==> config.mk <==
export PLATFORM = sky130hd
export DESIGN_NAME = s2_serial_receiver
export DESIGN_NICKNAME = d
export VERILOG_FILES = /design/src/rtl/rb_pkg.sv /design/src/rtl/serial_shift_rx.sv /design/src/rtl/s2_serial_receiver.sv
export SDC_FILE = /design/constraint.sdc
export NUM_CORES = 1
export LEC_CHECK = 0
export CAP_MARGIN = 20
export CORE_MARGIN = 2
export CORE_UTILIZATION = 54
export DETAILED_ROUTE_END_ITERATION = 6
export PLACE_DENSITY = 0.76
export SYNTH_ARGS = -nofsm -noshare
export SYNTH_HDL_FRONTEND = slang
export SYNTH_SLANG_ARGS = --single-unit
export TNS_END_PERCENT = 50
==> constraint.sdc <==
create_clock -name clk -period 1.8 [get_ports clk]
set_clock_uncertainty 0.15 [all_clocks]
set_input_delay 0.36 -clock clk [delete_from_list [all_inputs] [get_ports clk]]
set_output_delay 0.36 -clock clk [all_outputs]
set_load 0.01 [all_outputs]
==> src/rtl/rb_pkg.sv <==
// rb_pkg: shared frame geometry and receiver state encoding for the S1/S2/RB2 chain
package rb_pkg;
  localparam int RB_ADDR_W = 3;
  localparam int RB_DATA_W = 18;
  localparam int RB_NUM_WORDS = 8;
  typedef enum logic [2:0] {IDLE, ADDR, DATA, WRITE, WAIT_HI, DONE} state_t;
endpackage

==> src/rtl/serial_shift_rx.sv <==
// serial_shift_rx: MSB-first left shift register capturing one serial field
module serial_shift_rx #(
  parameter int W = 8
)(
  input  logic         clk,
  input  logic         rst,
  input  logic         shift_en,
  input  logic         d,
  output logic [W-1:0] q
);
  // shift the new bit in at the LSB so the first bit received ends up at the MSB
  always_ff @(posedge clk)
    if (rst) q <= '0;
    else if (shift_en) q <= W'({q, d});
endmodule

==> src/rtl/s2_serial_receiver.sv <==
// s2_serial_receiver: deserialises framed sen/sd traffic into RB2 register writes
module s2_serial_receiver
  import rb_pkg::*;
#(
  parameter int ADDR_W = RB_ADDR_W,
  parameter int DATA_W = RB_DATA_W,
  parameter int NUM_WORDS = RB_NUM_WORDS
)(
  input  logic              clk,
  input  logic              rst,
  input  logic              sen,
  input  logic              sd,
  output logic              RB2_RW,
  output logic [ADDR_W-1:0] RB2_A,
  output logic [DATA_W-1:0] RB2_D,
  output logic              S2_done
);
  localparam int CW = $clog2(DATA_W + 1);
  localparam int FW = $clog2(NUM_WORDS + 1);
  localparam logic [CW-1:0] ADDR_LAST = CW'(ADDR_W - 1);
  localparam logic [CW-1:0] DATA_LAST = CW'(DATA_W - 1);
  localparam logic [FW-1:0] FRAME_LAST = FW'(NUM_WORDS - 1);
  state_t r_state, w_next;
  logic [CW-1:0] r_cnt, w_cnt_next;
  logic [FW-1:0] r_frames;
  logic [ADDR_W-1:0] r_a, w_addr;
  logic [DATA_W-1:0] r_d, w_data;
  logic w_addr_en, w_data_en, w_write;
  serial_shift_rx #(.W(ADDR_W)) u_addr (.clk(clk), .rst(rst), .shift_en(w_addr_en), .d(sd), .q(w_addr));
  serial_shift_rx #(.W(DATA_W)) u_data (.clk(clk), .rst(rst), .shift_en(w_data_en), .d(sd), .q(w_data));
  // state, bit counter, frame counter and the held copy of the last write
  always_ff @(posedge clk)
    if (rst) begin
      r_state <= IDLE;
      r_cnt <= '0;
      r_frames <= '0;
      r_a <= '0;
      r_d <= '0;
    end else begin
      r_state <= w_next;
      r_cnt <= w_cnt_next;
      if (w_write) begin
        r_frames <= r_frames + 1'b1;
        r_a <= w_addr;
        r_d <= w_data;
      end
    end
  // frame sequencing: a high sen mid-frame aborts, bits past the frame wait for sen high
  always_comb begin
    w_next = r_state;
    w_cnt_next = r_cnt;
    case (r_state)
      IDLE:
        if (!sen) begin
          w_next = (ADDR_W == 1) ? DATA : ADDR;
          w_cnt_next = (ADDR_W == 1) ? '0 : CW'(1);
        end
      ADDR:
        if (sen) begin
          w_next = IDLE;
          w_cnt_next = '0;
        end else begin
          w_next = (r_cnt == ADDR_LAST) ? DATA : ADDR;
          w_cnt_next = (r_cnt == ADDR_LAST) ? '0 : r_cnt + 1'b1;
        end
      DATA:
        if (sen) begin
          w_next = IDLE;
          w_cnt_next = '0;
        end else begin
          w_next = (r_cnt == DATA_LAST) ? WRITE : DATA;
          w_cnt_next = (r_cnt == DATA_LAST) ? '0 : r_cnt + 1'b1;
        end
      WRITE:   w_next = (r_frames == FRAME_LAST) ? DONE : WAIT_HI;
      WAIT_HI: w_next = sen ? IDLE : WAIT_HI;
      DONE:    w_next = DONE;
      default: w_next = IDLE;
    endcase
  end
  // outputs: the write cycle shows the live shift registers, otherwise the held copy
  always_comb begin
    w_write = (r_state == WRITE);
    w_addr_en = !sen && (r_state == IDLE || r_state == ADDR);
    w_data_en = !sen && (r_state == DATA);
    RB2_RW = !w_write;
    RB2_A = w_write ? w_addr : r_a;
    RB2_D = w_write ? w_data : r_d;
    S2_done = (r_state == DONE);
  end
endmodule

# After elaboration in Yosys (flattened, before gate mapping)
# Cells that the tools add are included.
# classes
mux	16
add_sub_neg	2
reduce_logical	8
eq_ne	9
# ops
operator	count
5-bit 2-to-1 mux	5
18-bit 2-to-1 mux	1
3-bit case mux with 6 select lines	1
5-bit case mux with 3 select lines	1
3-bit 2-to-1 mux	3
3-bit by 2-bit == test with 1-bit output, second input constant	2
3-bit == test, second input constant	2
2-bit 2-to-1 mux	3
5-bit by 1-bit adder with 5-bit output, second input constant	1
5-bit by 2-bit == test with 1-bit output, second input constant	1
5-bit == test, second input constant	1
4-bit by 1-bit adder with 4-bit output, second input constant	1
4-bit by 3-bit == test with 1-bit output, second input constant	1
3-bit by 1-bit == test with 1-bit output, second input constant	1
3-bit logical NOT	1
3-bit nonzero test	1
1-bit logical AND	2
1-bit logical NOT	2
1-bit 2-to-1 mux	2
2-bit inequality test, second input constant	1
2-bit AND reduction	1
1-bit logical OR	1
# word_totals
out_inout_bits	23
wordCells	42
reg_bits	54

# Logic depth before layout (Yosys ltp)
# logic_depth
depth_word	4
depth_mapped	8
depth_no_buf	6

# Modules after synthesis
# A second synthesis with hierarchy kept.
# hier_totals
cells_unflattened	264
hier_area_um2	2316.0
# modules_own_cells
mod	cells_per_inst	n_inst	area_each_um2	seq_area_each_um2
s2_serial_receiver	197	1	1565.3	660.6
serial_shift_rx (u_data)	58	1	649.4	360.3
serial_shift_rx (u_addr)	9	1	101.3	60.1

# Worst setup path before layout
# OpenSTA, ideal clock, no wires.
# synth_path
kind	reg2out
start	register r_state[1]
end	output port RB2_D[11]
path_stages_with_launch	8
required_time_ns	1.290
arrival_time_ns	1.180
n_path_buf	3
slack_ns	0.110
path_cell_list	dfxtp_1 buf_2 and3b_1 buf_4 inv_2 buf_4 nand2_1 nand2_1
# synth_between
elab_chain_len	2
# synth_rtl
element	line	rtl
from (decl)	s2_serial_receiver.sv:23	state_t r_state, w_next;
from (signal assigned)	s2_serial_receiver.sv:40	r_state <= w_next;
3-bit by 2-bit == test with 1-bit output	s2_serial_receiver.sv:82	w_write = (r_state == WRITE);
18-bit 2-to-1 mux	s2_serial_receiver.sv:87	RB2_D = w_write ? w_data : r_d;
to (decl)	s2_serial_receiver.sv:15	output logic [DATA_W-1:0] RB2_D,
# Every way passes these cells.

# Worst setup path after layout
# layout_path
start	register r_state[2]
end	output port RB2_D[8]
# Same word-level chain as after synthesis.

==> flow_summary.toml <==
[timing]
max_freq_mhz = 521.9
min_period_ns = 1.916
worst_pin_slew_ns = 0.3652
hold_violations = 0
tns_ns = -2.067
drv_slew = 0
setup_viol_count_final = 21
rsz0062_at_grt = "yes"
relSlewSlack = 0.7565
fin_crit_sh = 1.065
worst_slack_ns = -0.1163
hold_slack_ns = 0.2368

[yosys]
synth_edf_count = 0
synthesis.area_mm2 = 0.002223
netlist_instances = 279
synth_cell_types = 32
synth_area_per_cell_um2 = 7.969
syn_nets = 287
ys.flop_type = "dfxtp_1"
synthTopCellsByCount = "nand2_1, dfxtp_1, a21oi_1"
synth_area_leaders = "dfxtp_1, nand2_1, nor2b_1"
netlist.area_leader.share = 0.4862
yosys.area.top_type = "dfxtp_1"
ys_seq_area_frac = 0.4862
ys_seq_elements = 54
ys_warn_count = 0
synth_most_common_cell = "nand2_1"
synthArstFlopShare = 0

[power]
p_int_uw = 1657
p_leak_uw = 0.001166
p_seq_frac = 0.580
p_comb_frac = 0.042
p_sw_frac = 0.2033
peakVddDrop_mv = 0.6543
switchingPower_uw = 422.9
p_per_area_mw_per_mm2 = 760.5
power_frac_clock = 0.377

[min_path]
min-delay-path-class = "in -> reg"
min_path_cells = 3

[worst_setup_path]
start_kind = "flip-flop"
cp.required_ns = 1.29
path_class = "reg -> out"
crit_chain = "and3b_2, inv_4, buf_12, nand2_1, nand2_1, buf_2"
end_kind = "output pin"
crit_buf_inv = 3
crit_arrival_ns = 1.41
critical_path.top_delay_family = "simple AND/OR/NAND/NOR gates"
crit_top_cell = "nand2_1"
crit_fanout = 13
crit_path_top_delay_cell = "dfxtp_2"
ff2ff_path_depth = 6
path_depth = 6
cp_slowest_stage_delay_ns = 0.32

[floorplan]
dieArea_mm2 = 0.004646
die_y_um = 68.17
std_cell_rows = 23
io_pins = 27
start_util = 0.5599
fp.coreArea_mm2 = 0.003971
fp.dieW_um = 68.17

[layout]
nFillCells = 364
nNetsFinal = 323
regArea_mm2 = 0.001086
fin_util = 0.6887
layout-drive-gt1-share = 0.2247
syn2layout_area_growth_pct = 23.02
multi_input_area_mm2 = 0.001106
finalInstanceArea_mm2 = 0.002735
diodes = 0

[routing]
drt_first_iter_violations = 105
totalWireLength_um = 4488
drc_errors = 0
ant_nets = 0
first_pass_iters = 4
via_per_inst = 5.063
vias = 1853
post_drt_wl_per_cell_um = 12.26

[clock_tree]
cts_tree = "yes"
cts_buffers = 5
ctsHoldBuffers = 0
cts.htree.levels = 2
clk_pin_slew_ns = 0.09
worst_skew_pair.late_latency_ns = 0.30
cts.sinks = 54
clockBufferDepth = 2
cts_root_buf = "clkbuf_8"

[run_status]
failed_checks = "negative setup slack"
status = "complete, but fails checks"

[grt]
track_usage = 0.2162
antenna_found_initial = 0
grt_pass1_wl_um = 7465
gr-total-overflow = 0
grt_pass1_vias = 1705
grt_start_max_net_pins = 37

[job]
maxCapViolCount = 0

[placed_design]
gp_congestion = 0.7854
dp_hpwl_um = 2945
port_buffers = 26
placed_area_mm2 = 0.002635
## power groups by stage
| stage | clock (uW) | sequential [uW] | combinational (uW) |
|---|---|---|---|
| after detailed placement | 0 | 1240 | 81.0 |
| after global placement | 0 | 1230 | 80.2 |
| final | 784 | 1210 | 88.3 |
| after floorplan | 0 | 1230 | 47.6 |
| after CTS | 813 | 1210 | 81.3 |
| after global routing | 862 | 1210 | 98.6 |
## worst reg2reg max path: cells and delay by family (launching register included)
| family | cells | cell delay [ns] |
|---|---|---|
| buffers and inverters | 1 | 0.07 |
| flip-flops | 1 | 0.38 |
| adder cells (fa/ha/maj) | 1 | 0.20 |
| AND/OR/NAND/NOR | 2 | 0.47 |
| AO/OA/AOI/OAI | 2 | 0.36 |
## cell families (layout without fill, tap and decap cells)
family	count (synthesis)	count (layout)	synth area share
adder cells (fa/ha/maj)	4	4	0.02251
flip-flops	54	54	0.4862
XOR/XNOR	4	4	0.01576
AO/OA/AOI/OAI	36	36	0.09342
buffers and inverters	20	57	0.04389
multiplexers	3	3	0.01351
AND/OR/NAND/NOR	158	158	0.3247
## flip-flops by register name, summed over array words and instances, names as in the netlist
name      flops
u_addr.q      3
r_a           3
u_data.q     18
r_state       3
r_frames      4
r_d          18
r_cnt         5
## worst paths after layout
kind                                   from           to  slack [ns]
worst max-delay path             r_state[2]     RB2_D[8]       -0.12
worst min-delay path                    rst   r_state[1]        0.24
worst max register to register     r_cnt[0]     r_cnt[0]        0.08
worst min register to register  u_data.q[5]  u_data.q[6]        0.32
## per-layer routing
| layer | global-route usage | vias up | share of wire |
|---|---|---|---|
| met5 | 0 | - | 0 |
| met4 | 0.08500 | 0 | 0.012 |
| met3 | 0.05428 | 5 | 0.034 |
| met2 | 0.3580 | 25 | 0.50 |
| met1 | 0.2691 | 859 | 0.45 |
| li1 | - | 964 | - |
## stage by stage
stage / power [uW] / cells / setup slack (ns)
3_3_place_gp: 1315 / 357 / -0.1601
6_report: 2080 / 366 / -0.1163
3_5_place_dp: 1316 / 357 / -0.1568
5_1_grt: 2169 / 366 / -0.1920
4_1_cts: 2102 / 367 / -0.1277
2_1_floorplan: 1282 / 279 / 0.1098
## placed cells by master, fill, tap and decap left out, types with 2 or more instances in the layout
cell type,Yosys,final
or3_1,4,4
clkbuf_8,0,5
buf_4,3,15
nor2b_1,24,23
dfxtp_1,54,52
clkbuf_1,5,2
o21ai_0,3,3
inv_1,2,2
nand3_1,3,3
buf_2,9,19
a22o_1,2,2
nor2_1,9,9
a21oi_1,25,25
nand2_2,0,10
clkdlybuf4s50_1,0,2
nand2_1,104,94
ha_1,4,4
nor3_2,1,2
buf_12,0,3
xnor2_1,3,3
nand2b_1,5,5
mux2i_1,3,3
buf_6,0,6
## final cells by class
class	count	area share
clock inverters	1	0.01098
flip-flops and latches	54	0.3971
inverters	3	0.005032
repair buffers	46	0.1317
clock buffers	7	0.02790
multi-input cells	205	0.4044
well taps	50	0.02287
## repair_timing
| item | 4_1_cts | 5_1_grt |
|---|---|---|
| hold endpoints to repair | 0 | 0 |
| pin swaps | 0 | 5 |
| resized for setup | 95 | 25 |
| endpoints found under the setup margin | 27 | 29 |
| buffers inserted | 2 | 0 |
No activity file was read; power rests on OpenSTA's default activity.
